`config.mk`:
```
export PLATFORM = sky130hd
export DESIGN_NAME = bin2bcd_seq
export DESIGN_NICKNAME = d
export VERILOG_FILES = /design/src/rtl/bcd_pkg.sv /design/src/rtl/bin2bcd_step.sv /design/src/rtl/bin2bcd_seq.sv
export SDC_FILE = /design/constraint.sdc
export NUM_CORES = 1
export LEC_CHECK = 0
export BUFFER_PORTS_ARGS = -buffer_cell sky130_fd_sc_hd__buf_2
export CORE_UTILIZATION = 58
export DETAILED_ROUTE_END_ITERATION = 7
export GPL_ROUTABILITY_DRIVEN = 0
export HOLD_SLACK_MARGIN = 0.06
export PLACE_DENSITY = 0.78
export SYNTH_ARGS = -nofsm -noshare
export SYNTH_HDL_FRONTEND = slang
export SYNTH_SLANG_ARGS = --single-unit
export TNS_END_PERCENT = 1
```
`constraint.sdc`:
```
create_clock -name clk -period 2.4 [get_ports clk]
set_input_delay 0.12 -clock clk [delete_from_list [all_inputs] [get_ports clk]]
set_output_delay 0.12 -clock clk [all_outputs]
set_load 0.005 [all_outputs]
```
`src/rtl/bcd_pkg.sv`:
```
// Shared types and constants for the sequential binary-to-BCD converter.
// Used by the step datapath, the top-level FSM and the testbench model.
package bcd_pkg;

    typedef logic [3:0] bcd_digit_t;

    localparam bcd_digit_t BCD_SAT      = 4'd9;
    localparam int         BCD_MAX_2DIG = 99;

    typedef enum logic {IDLE, SHIFT} b2b_state_t;

endpackage

```
`src/rtl/bin2bcd_step.sv`:
```
// One double-dabble iteration: add 3 to every BCD digit >= 5, then shift the
// whole {digits, binary} register left by one.
module bin2bcd_step
    import bcd_pkg::*;
#(
    parameter  int W  = 8,
    localparam int ND = W / 3 + 1,
    localparam int RW = ND * 4 + W
) (
    input  logic [RW-1:0] din,
    output logic [RW-1:0] dout
);

    logic [RW-1:0] adj;

    assign adj[W-1:0] = din[W-1:0];

    generate
        for (genvar gi = 0; gi < ND; gi++) begin : g_digit
            bcd_digit_t digit;
            assign digit = din[W+4*gi +: 4];
            // Digits stay <= 4'd12 here, so 4-bit addition never carries out.
            assign adj[W+4*gi +: 4] = (digit >= 4'd5) ? digit + 4'd3 : digit;
        end
    endgenerate

    assign dout = {adj[RW-2:0], 1'b0};

endmodule

```
`src/rtl/bin2bcd_seq.sv`:
```
// Sequential X/Y binary-to-BCD converter with start/busy/done handshake.
// Both channels share one step counter; results saturate to 99 on overflow.
module bin2bcd_seq
    import bcd_pkg::*;
#(
    parameter int W = 8
) (
    input  logic         clk,
    input  logic         rst_n,
    input  logic         start,
    input  logic [W-1:0] bin_x,
    input  logic [W-1:0] bin_y,
    output logic         busy,
    output logic         done,
    output logic [3:0]   bcd_ed_x,
    output logic [3:0]   bcd_des_x,
    output logic [3:0]   bcd_ed_y,
    output logic [3:0]   bcd_des_y,
    output logic         ovf_x,
    output logic         ovf_y
);

    localparam int ND = W / 3 + 1;
    localparam int RW = ND * 4 + W;
    localparam int CW = $clog2(W + 1);

    b2b_state_t    state_reg, state_next;
    logic [CW-1:0] cnt_reg;
    logic [RW-1:0] sr_x_reg, sr_y_reg;
    logic [RW-1:0] step_x, step_y;
    logic          done_reg, ovf_x_reg, ovf_y_reg;
    bcd_digit_t    ed_x_reg, des_x_reg, ed_y_reg, des_y_reg;
    logic          last_step, sat_x, sat_y;

    bin2bcd_step #(.W(W)) u_step_x (.din(sr_x_reg), .dout(step_x));
    bin2bcd_step #(.W(W)) u_step_y (.din(sr_y_reg), .dout(step_y));

    // Any digit above the tens position means the value does not fit in two digits.
    assign sat_x = |step_x[RW-1:W+8];
    assign sat_y = |step_y[RW-1:W+8];

    always_ff @(posedge clk or negedge rst_n) begin
        if (!rst_n) begin
            state_reg <= IDLE;
        end else begin
            state_reg <= state_next;
        end
    end

    always_comb begin
        state_next = state_reg;
        last_step  = 1'b0;
        case (state_reg)
            IDLE: begin
                if (start) state_next = SHIFT;
            end
            SHIFT: begin
                last_step = (cnt_reg == CW'(W - 1));
                if (last_step) state_next = IDLE;
            end
            default: state_next = IDLE;
        endcase
    end

    always_ff @(posedge clk or negedge rst_n) begin
        if (!rst_n) begin
            cnt_reg   <= '0;
            sr_x_reg  <= '0;
            sr_y_reg  <= '0;
            done_reg  <= 1'b0;
            ovf_x_reg <= 1'b0;
            ovf_y_reg <= 1'b0;
            ed_x_reg  <= '0;
            des_x_reg <= '0;
            ed_y_reg  <= '0;
            des_y_reg <= '0;
        end else begin
            done_reg <= 1'b0;
            if (state_reg == IDLE) begin
                if (start) begin
                    sr_x_reg <= {{(ND*4){1'b0}}, bin_x};
                    sr_y_reg <= {{(ND*4){1'b0}}, bin_y};
                    cnt_reg  <= '0;
                end
            end else begin
                sr_x_reg <= step_x;
                sr_y_reg <= step_y;
                cnt_reg  <= cnt_reg + 1'b1;
                if (last_step) begin
                    done_reg  <= 1'b1;
                    ovf_x_reg <= sat_x;
                    ovf_y_reg <= sat_y;
                    des_x_reg <= sat_x ? BCD_SAT : step_x[W+4 +: 4];
                    ed_x_reg  <= sat_x ? BCD_SAT : step_x[W   +: 4];
                    des_y_reg <= sat_y ? BCD_SAT : step_y[W+4 +: 4];
                    ed_y_reg  <= sat_y ? BCD_SAT : step_y[W   +: 4];
                end
            end
        end
    end

    assign busy      = (state_reg == SHIFT);
    assign done      = done_reg;
    assign bcd_ed_x  = ed_x_reg;
    assign bcd_des_x = des_x_reg;
    assign bcd_ed_y  = ed_y_reg;
    assign bcd_des_y = des_y_reg;
    assign ovf_x     = ovf_x_reg;
    assign ovf_y     = ovf_y_reg;

endmodule

```
-- Word level (Yosys, flattened, before mapping)
Cells that the tools add are included.
Widths: inputs -> output; s select.
- logic and storage cells: 52
- memories kept: 0
- bits in registers: 64
- memory bits (read-only): 0
- output and inout port bits: 20
- memory bits (writable): 0
- bits in latches: 0
- multiplexer cells: 22
- equality and inequality tests: 1
- bitwise gates (word level): 1
- divide/modulo/power cells: 0
- reduce and logical (&&, ||, !) cells: 4
- $lt $le $gt $ge: 6
- add/sub/neg operators: 7
- multiply operators: 0
- shift-type cells: 0
- operators by type and width (cell ; number):
    $mux 20 ; 4
    $mux 4 ; 10
    $ge 4x3->1 const B ; 6
    $add 4x2->4 const B ; 4
    $reduce_or 4->1 ; 2
    $add 3x2->3 const B ; 2
    $mux 3 ; 2
    $mux 1 ; 5
    $add 4x1->4 const B ; 1
    $eq 4x3->1 const B ; 1
    $pmux 1 s2 ; 1
    $reduce_and 2->1 ; 1
    $reduce_bool 2->1 ; 1
    $not 1->1 ; 1

-- Longest topological paths before layout
- word-level depth: 4
- depth in mapped cells: 7
- mapped depth without buffers: 6

-- Hierarchy
From an unflattened synthesis, not the netlist that was laid out.
- cell total of the unflattened synthesis: 295
- area, all modules: 3211.8 µm²
- by module, submodules not included (module ; cells each ; instances ; area each (µm²)):
    bin2bcd_seq ; 187 ; 1 ; 2501.1
    bin2bcd_step ; 54 ; 2 ; 355.3

-- Least setup slack after synthesis
Ideal clock, no wire load.
- path kind: flip-flop to flip-flop
- start: reg sr_y_reg[16]
- end: reg des_y_reg[1], in the netlist bcd_des_y[1]
- required time: 2.332 ns
- arrival time: 1.737 ns
- path slack: 0.595 ns
- clock period less this slack: 1.805 ns
- cell stages (with the launch flop): 6
- buffers on the path: 0
- cells stage by stage: dfrtp_1 ha_1 nand2b_1 a2111o_1 a211oi_4 a32o_1
- cells in the longest elaborated chain, start to end: 4
- elaborated cells between the ends (all ways): 5
- RTL lines (item ; line ; RTL):
    start, declared ; bin2bcd_seq.sv:29 ; logic [RW-1:0] sr_x_reg, sr_y_reg;
    start signal, assigned ; bin2bcd_seq.sv:82 ; sr_y_reg <= {{(ND*4){1'b0}}, bin_y};
    start signal, assigned ; bin2bcd_seq.sv:87 ; sr_y_reg <= step_y;
    $ge 4x3->1 / $add 3x2->3 (equally long branches) ; bin2bcd_step.sv:23 ; assign adj[W+4*gi +: 4] = (digit >= 4'd5) ? digit + 4'd3 : digit;
    $mux 3 * ; bin2bcd_step.sv:23 ;
    $reduce_or 4->1 * ; bin2bcd_seq.sv:40 ; assign sat_y = |step_y[RW-1:W+8];
    $mux 4 * ; bin2bcd_seq.sv:95 ; des_y_reg <= sat_y ? BCD_SAT : step_y[W+4 +: 4];
    end signal, assigned ; bin2bcd_seq.sv:95 ;
    end, declared ; bin2bcd_seq.sv:32 ; bcd_digit_t ed_x_reg, des_x_reg, ed_y_reg, des_y_reg;
Mark *: on every way between the ends. The rest lies on a longest branch, timed or not.
A chain may end at the register's enable or synchronous reset.

-- Worst setup path after layout
- start: reg sr_x_reg[16]
- end: reg des_x_reg[3], in the netlist bcd_des_x[3]
- cells in the longest elaborated chain, start to end: 4
- elaborated cells between the ends (all ways): 5
- RTL lines (item ; line ; RTL):
    start, declared ; bin2bcd_seq.sv:29 ;
    start signal, assigned ; bin2bcd_seq.sv:81 ; sr_x_reg <= {{(ND*4){1'b0}}, bin_x};
    start signal, assigned ; bin2bcd_seq.sv:86 ; sr_x_reg <= step_x;
    $ge 4x3->1 / $add 3x2->3 (equally long branches) ; bin2bcd_step.sv:23 ;
    $mux 3 * ; bin2bcd_step.sv:23 ;
    $reduce_or 4->1 * ; bin2bcd_seq.sv:39 ; assign sat_x = |step_x[RW-1:W+8];
    $mux 4 * ; bin2bcd_seq.sv:93 ; des_x_reg <= sat_x ? BCD_SAT : step_x[W+4 +: 4];
    end signal, assigned ; bin2bcd_seq.sv:93 ;
    end, declared ; bin2bcd_seq.sv:32 ;
Marked as above.

==> impl_metrics.csv <==
group,metric,value,unit
worst_setup_path,r2r_end,"bcd_des_x[3]$_DFFE_PN0P_",
flow_run,max-cap-violations,0,
floorplan,core,0.00524,mm²
worst_setup_path,critPathMaxFanout,9,
worst_setup_path,reg2reg_depth,6,
clock_network,cts_buffer_depth,2,
power_and_ir_drop,irDropWorstVdd,625,µV
clock_network,clock_sinks,64,
worst_setup_path,cp_slowest_stage_delay,0.46,ns
worst_setup_path,path_class,"reg -> reg",
global_routing,grt_pass1_wl,11.1,mm
route,drc,0,
synthesis,async_reset_ff_frac,1.00,
worst_setup_path,arrival,2.20,ns
power_and_ir_drop,p_leak,1.81,nW
finish,multiInputGateArea,0.00150,mm²
worst_setup_path,cp_slowest_cell,"a2111o_1",
floorplan,num_rows,26,
worst_setup_path,cp-end-kind,"flop",
route,routed_wl,6.34,mm
synthesis,synth-main-ff-cell,"dfrtp_1",
synthesis,ys_types,31,
route,first_pass_iters,4,
floorplan,initial_core_util,0.617,
finish,nFillCells,421,
clock_network,cts_resized,0,
sta,setup_viol,0,
floorplan,die_y,76.6,µm
sta,holdWs,0.0850,ns
route,routed-via-count,2395,
sta,fmax,0.499,GHz
clock_network,htree_levels,3,
synthesis,ys_ff_latch,64,
route,post_drt_wl_per_cell,15.1,µm
sta,rsz0062_at_grt,"false",
clock_network,clk_transition_reported_paths,0.06,ns
worst_setup_path,critical_path_buf_inv_count,1,
placement,dp_hpwl,4.26,mm
sta,fin_skew,0.00479,ns
synthesis,synth_enable_flop_cells,0,
finish,post_route_cells_drive_above_1_share,0.183,
floorplan,io_pins,39,
power_and_ir_drop,p_per_area,1380,mW/mm²
worst_setup_path,rrSetupSlack,0.40,ns
worst_setup_path,crit_required,2.60,ns
worst_setup_path,r2r_start,"sr_x_reg[16]$_DFFE_PN0P_",
synthesis,yosysSeqAreaShare,0.496,
finish,nets,378,
sta,slew_violations,0,
synthesis,syn_avg_cell_area,10.6,µm²
synthesis,syn_inst,304,
global_routing,grt-ovfl-total,0,
sta,setup_tns,0,ns
hold_path,holdPathStages,3,
clock_network,numCtsBuffers,9,
clock_network,post-cts-setup-buffers,0,
synthesis,netlist_area,0.00323,mm²
global_routing,grt_max_degree,55,
synthesis,ys_warn_count,0,
sta,fin_crit,2.00,ns
clock_network,worst_skew_pair.late_latency,0.33,ns
global_routing,grt_usage,0.246,
sta,final.period_utilization,0.834,
clock_network,cts_root_buf,"clkbuf_8",
route,initialDrtViolationCount,179,
sta,worst_pin_slew,0.544,ns
placement,io_buffers,38,
clock_network,cts_tree,"done",
finish,area_growth,15.4,%
finish,insertedDiodeCount,0,
sta,hold_viol,0,
hold_path,min_path_type,"in -> reg",
status,run_status,"finished clean",
global_routing,grt_pass1_vias,2436,
hold_path,hold_start,"bin_y[4]",
synthesis,synth_nets,336,
worst_setup_path,path_cells,"inv_1 -> ha_1 -> nand2b_1 -> a2111o_1 -> a211oi_4 -> a31oi_1",
hold_path,hold_path_end,"sr_y_reg[4]$_DFFE_PN0P_",
worst_setup_path,crit_path_start_kind,"flop",
sta,slew_headroom,0.637,
floorplan,die-area,0.00587,mm²
floorplan,die_w,76.6,µm
global_routing,antenna_found_initial,0,
finish,seq_area,0.00160,mm²
worst_setup_path,critPathTopFamily,"compound AO/OA/AOI/OAI gates",
finish,final_util,0.711,
route,vias_per_cell,5.70,
route,ant_nets,0,
[worst max-delay path by stage]
stage | from | endpoint | slack (ns) | cells after the start
finish | sr_x_reg[16]$_DFFE_PN0P_ | bcd_des_x[3]$_DFFE_PN0P_ | 0.40 | 6
detailed placement | sr_y_reg[16]$_DFFE_PN0P_ | bcd_ed_y[1]$_DFFE_PN0P_ | 0.42 | 6
CTS | sr_x_reg[16]$_DFFE_PN0P_ | bcd_des_x[3]$_DFFE_PN0P_ | 0.40 | 6
global placement | sr_y_reg[16]$_DFFE_PN0P_ | bcd_ed_y[1]$_DFFE_PN0P_ | 0.45 | 5
floorplan | sr_y_reg[16]$_DFFE_PN0P_ | bcd_des_y[1]$_DFFE_PN0P_ | 0.60 | 5
global route | sr_y_reg[16]$_DFFE_PN0P_ | bcd_des_y[2]$_DFFE_PN0P_ | 0.24 | 6
[cell usage after synthesis, types with 5 or more instances]
cell type  count  share of area
nand2_1       17          0.020
o21ai_0       22          0.034
ha_1          13          0.050
nor3_1         6         0.0093
mux2i_1       29          0.090
inv_1         14          0.016
a31oi_1        8          0.015
a21oi_1       16          0.025
buf_2          5         0.0077
a21o_1        13          0.030
nor3b_1       13          0.030
clkbuf_1      10          0.012
nand2b_1      15          0.029
nor2_1        16          0.019
a32o_1         8          0.025
xnor2_1        7          0.019
and2_1         6          0.012
dfrtp_1       64           0.50
[layout by cell type, fill, tap and decap left out, types with 2 or more instances in the layout]
cell type | synthesis | routed
a2111o_1 | 2 | 2
a211oi_4 | 2 | 2
a21o_1 | 13 | 13
a21oi_1 | 16 | 16
a22o_1 | 4 | 4
a31oi_1 | 8 | 8
a32o_1 | 8 | 8
and2_1 | 6 | 6
buf_2 | 5 | 38
buf_4 | 0 | 7
clkbuf_8 | 0 | 12
clkinv_2 | 0 | 2
dfrtp_1 | 64 | 63
dlygate4sd3_1 | 0 | 3
ha_1 | 13 | 13
inv_1 | 14 | 14
mux2i_1 | 29 | 29
nand2_1 | 17 | 17
nand2b_1 | 15 | 15
nor2_1 | 16 | 16
nor3_1 | 6 | 6
nor3b_1 | 13 | 13
o21ai_0 | 22 | 22
o31ai_1 | 4 | 4
xnor2_1 | 7 | 7
[worst min-delay path, stage by stage]
cell and delay (ns):
buf_2 0.08, mux2i_1 0.05, o21ai_0 0.13
[power breakdown]
group | internal, W | switching (W)
combinational | 0.00107 | 0.00121
sequential | 0.00155 | 0.000358
clock | 0.000556 | 0.000396
total | 0.00318 | 0.00197
[logic make-up (layout without fill, tap and decap cells)]
kind of cell	after synthesis	after routing	share of synthesized area
multiplexers	29	29	0.0899
XOR/XNOR	8	8	0.0217
adder cells (fa/ha/maj)	13	13	0.0504
flip-flops	64	64	0.496
buffers and inverters	32	78	0.0391
AND/OR/NAND/NOR	76	76	0.126
AO/OA/AOI/OAI	82	82	0.177
[layout make-up]
type / count / area share
clock buffer: 12 / 0.0443
timing repair buffer: 48 / 0.0732
sequential: 64 / 0.430
inverter: 15 / 0.0151
tap: 70 / 0.0235
multi-input combinational: 208 / 0.403
clock inverter: 3 / 0.0107
[metrics by stage]
stage	cell area, µm²	total power (W)	std cells	worst slack [ns]
floorplan	3230	0.00361	304	0.595
global placement	3490	0.00408	402	0.453
CTS	3730	0.00518	420	0.400
detailed placement	3490	0.00420	402	0.419
global route	3730	0.00557	420	0.243
finish	3730	0.00515	420	0.398
[repair_timing]
| item | 4_1_cts | 5_1_grt |
|---|---|---|
| endpoints found under the setup margin | 0 | 0 |
| endpoints found under the hold margin | 16 | 0 |
| hold buffers | 3 | 0 |
[routing by layer]
layer / track usage / up-vias / wire, µm
met5: 0 / - / 0
met1: 0.296 / 1164 / 2810
met3: 0.0455 / 10 / 259
met4: 0.100 / 0 / 113
met2: 0.432 / 65 / 3160
li1: - / 1156 / -
(Power assumes the default switching activity.)
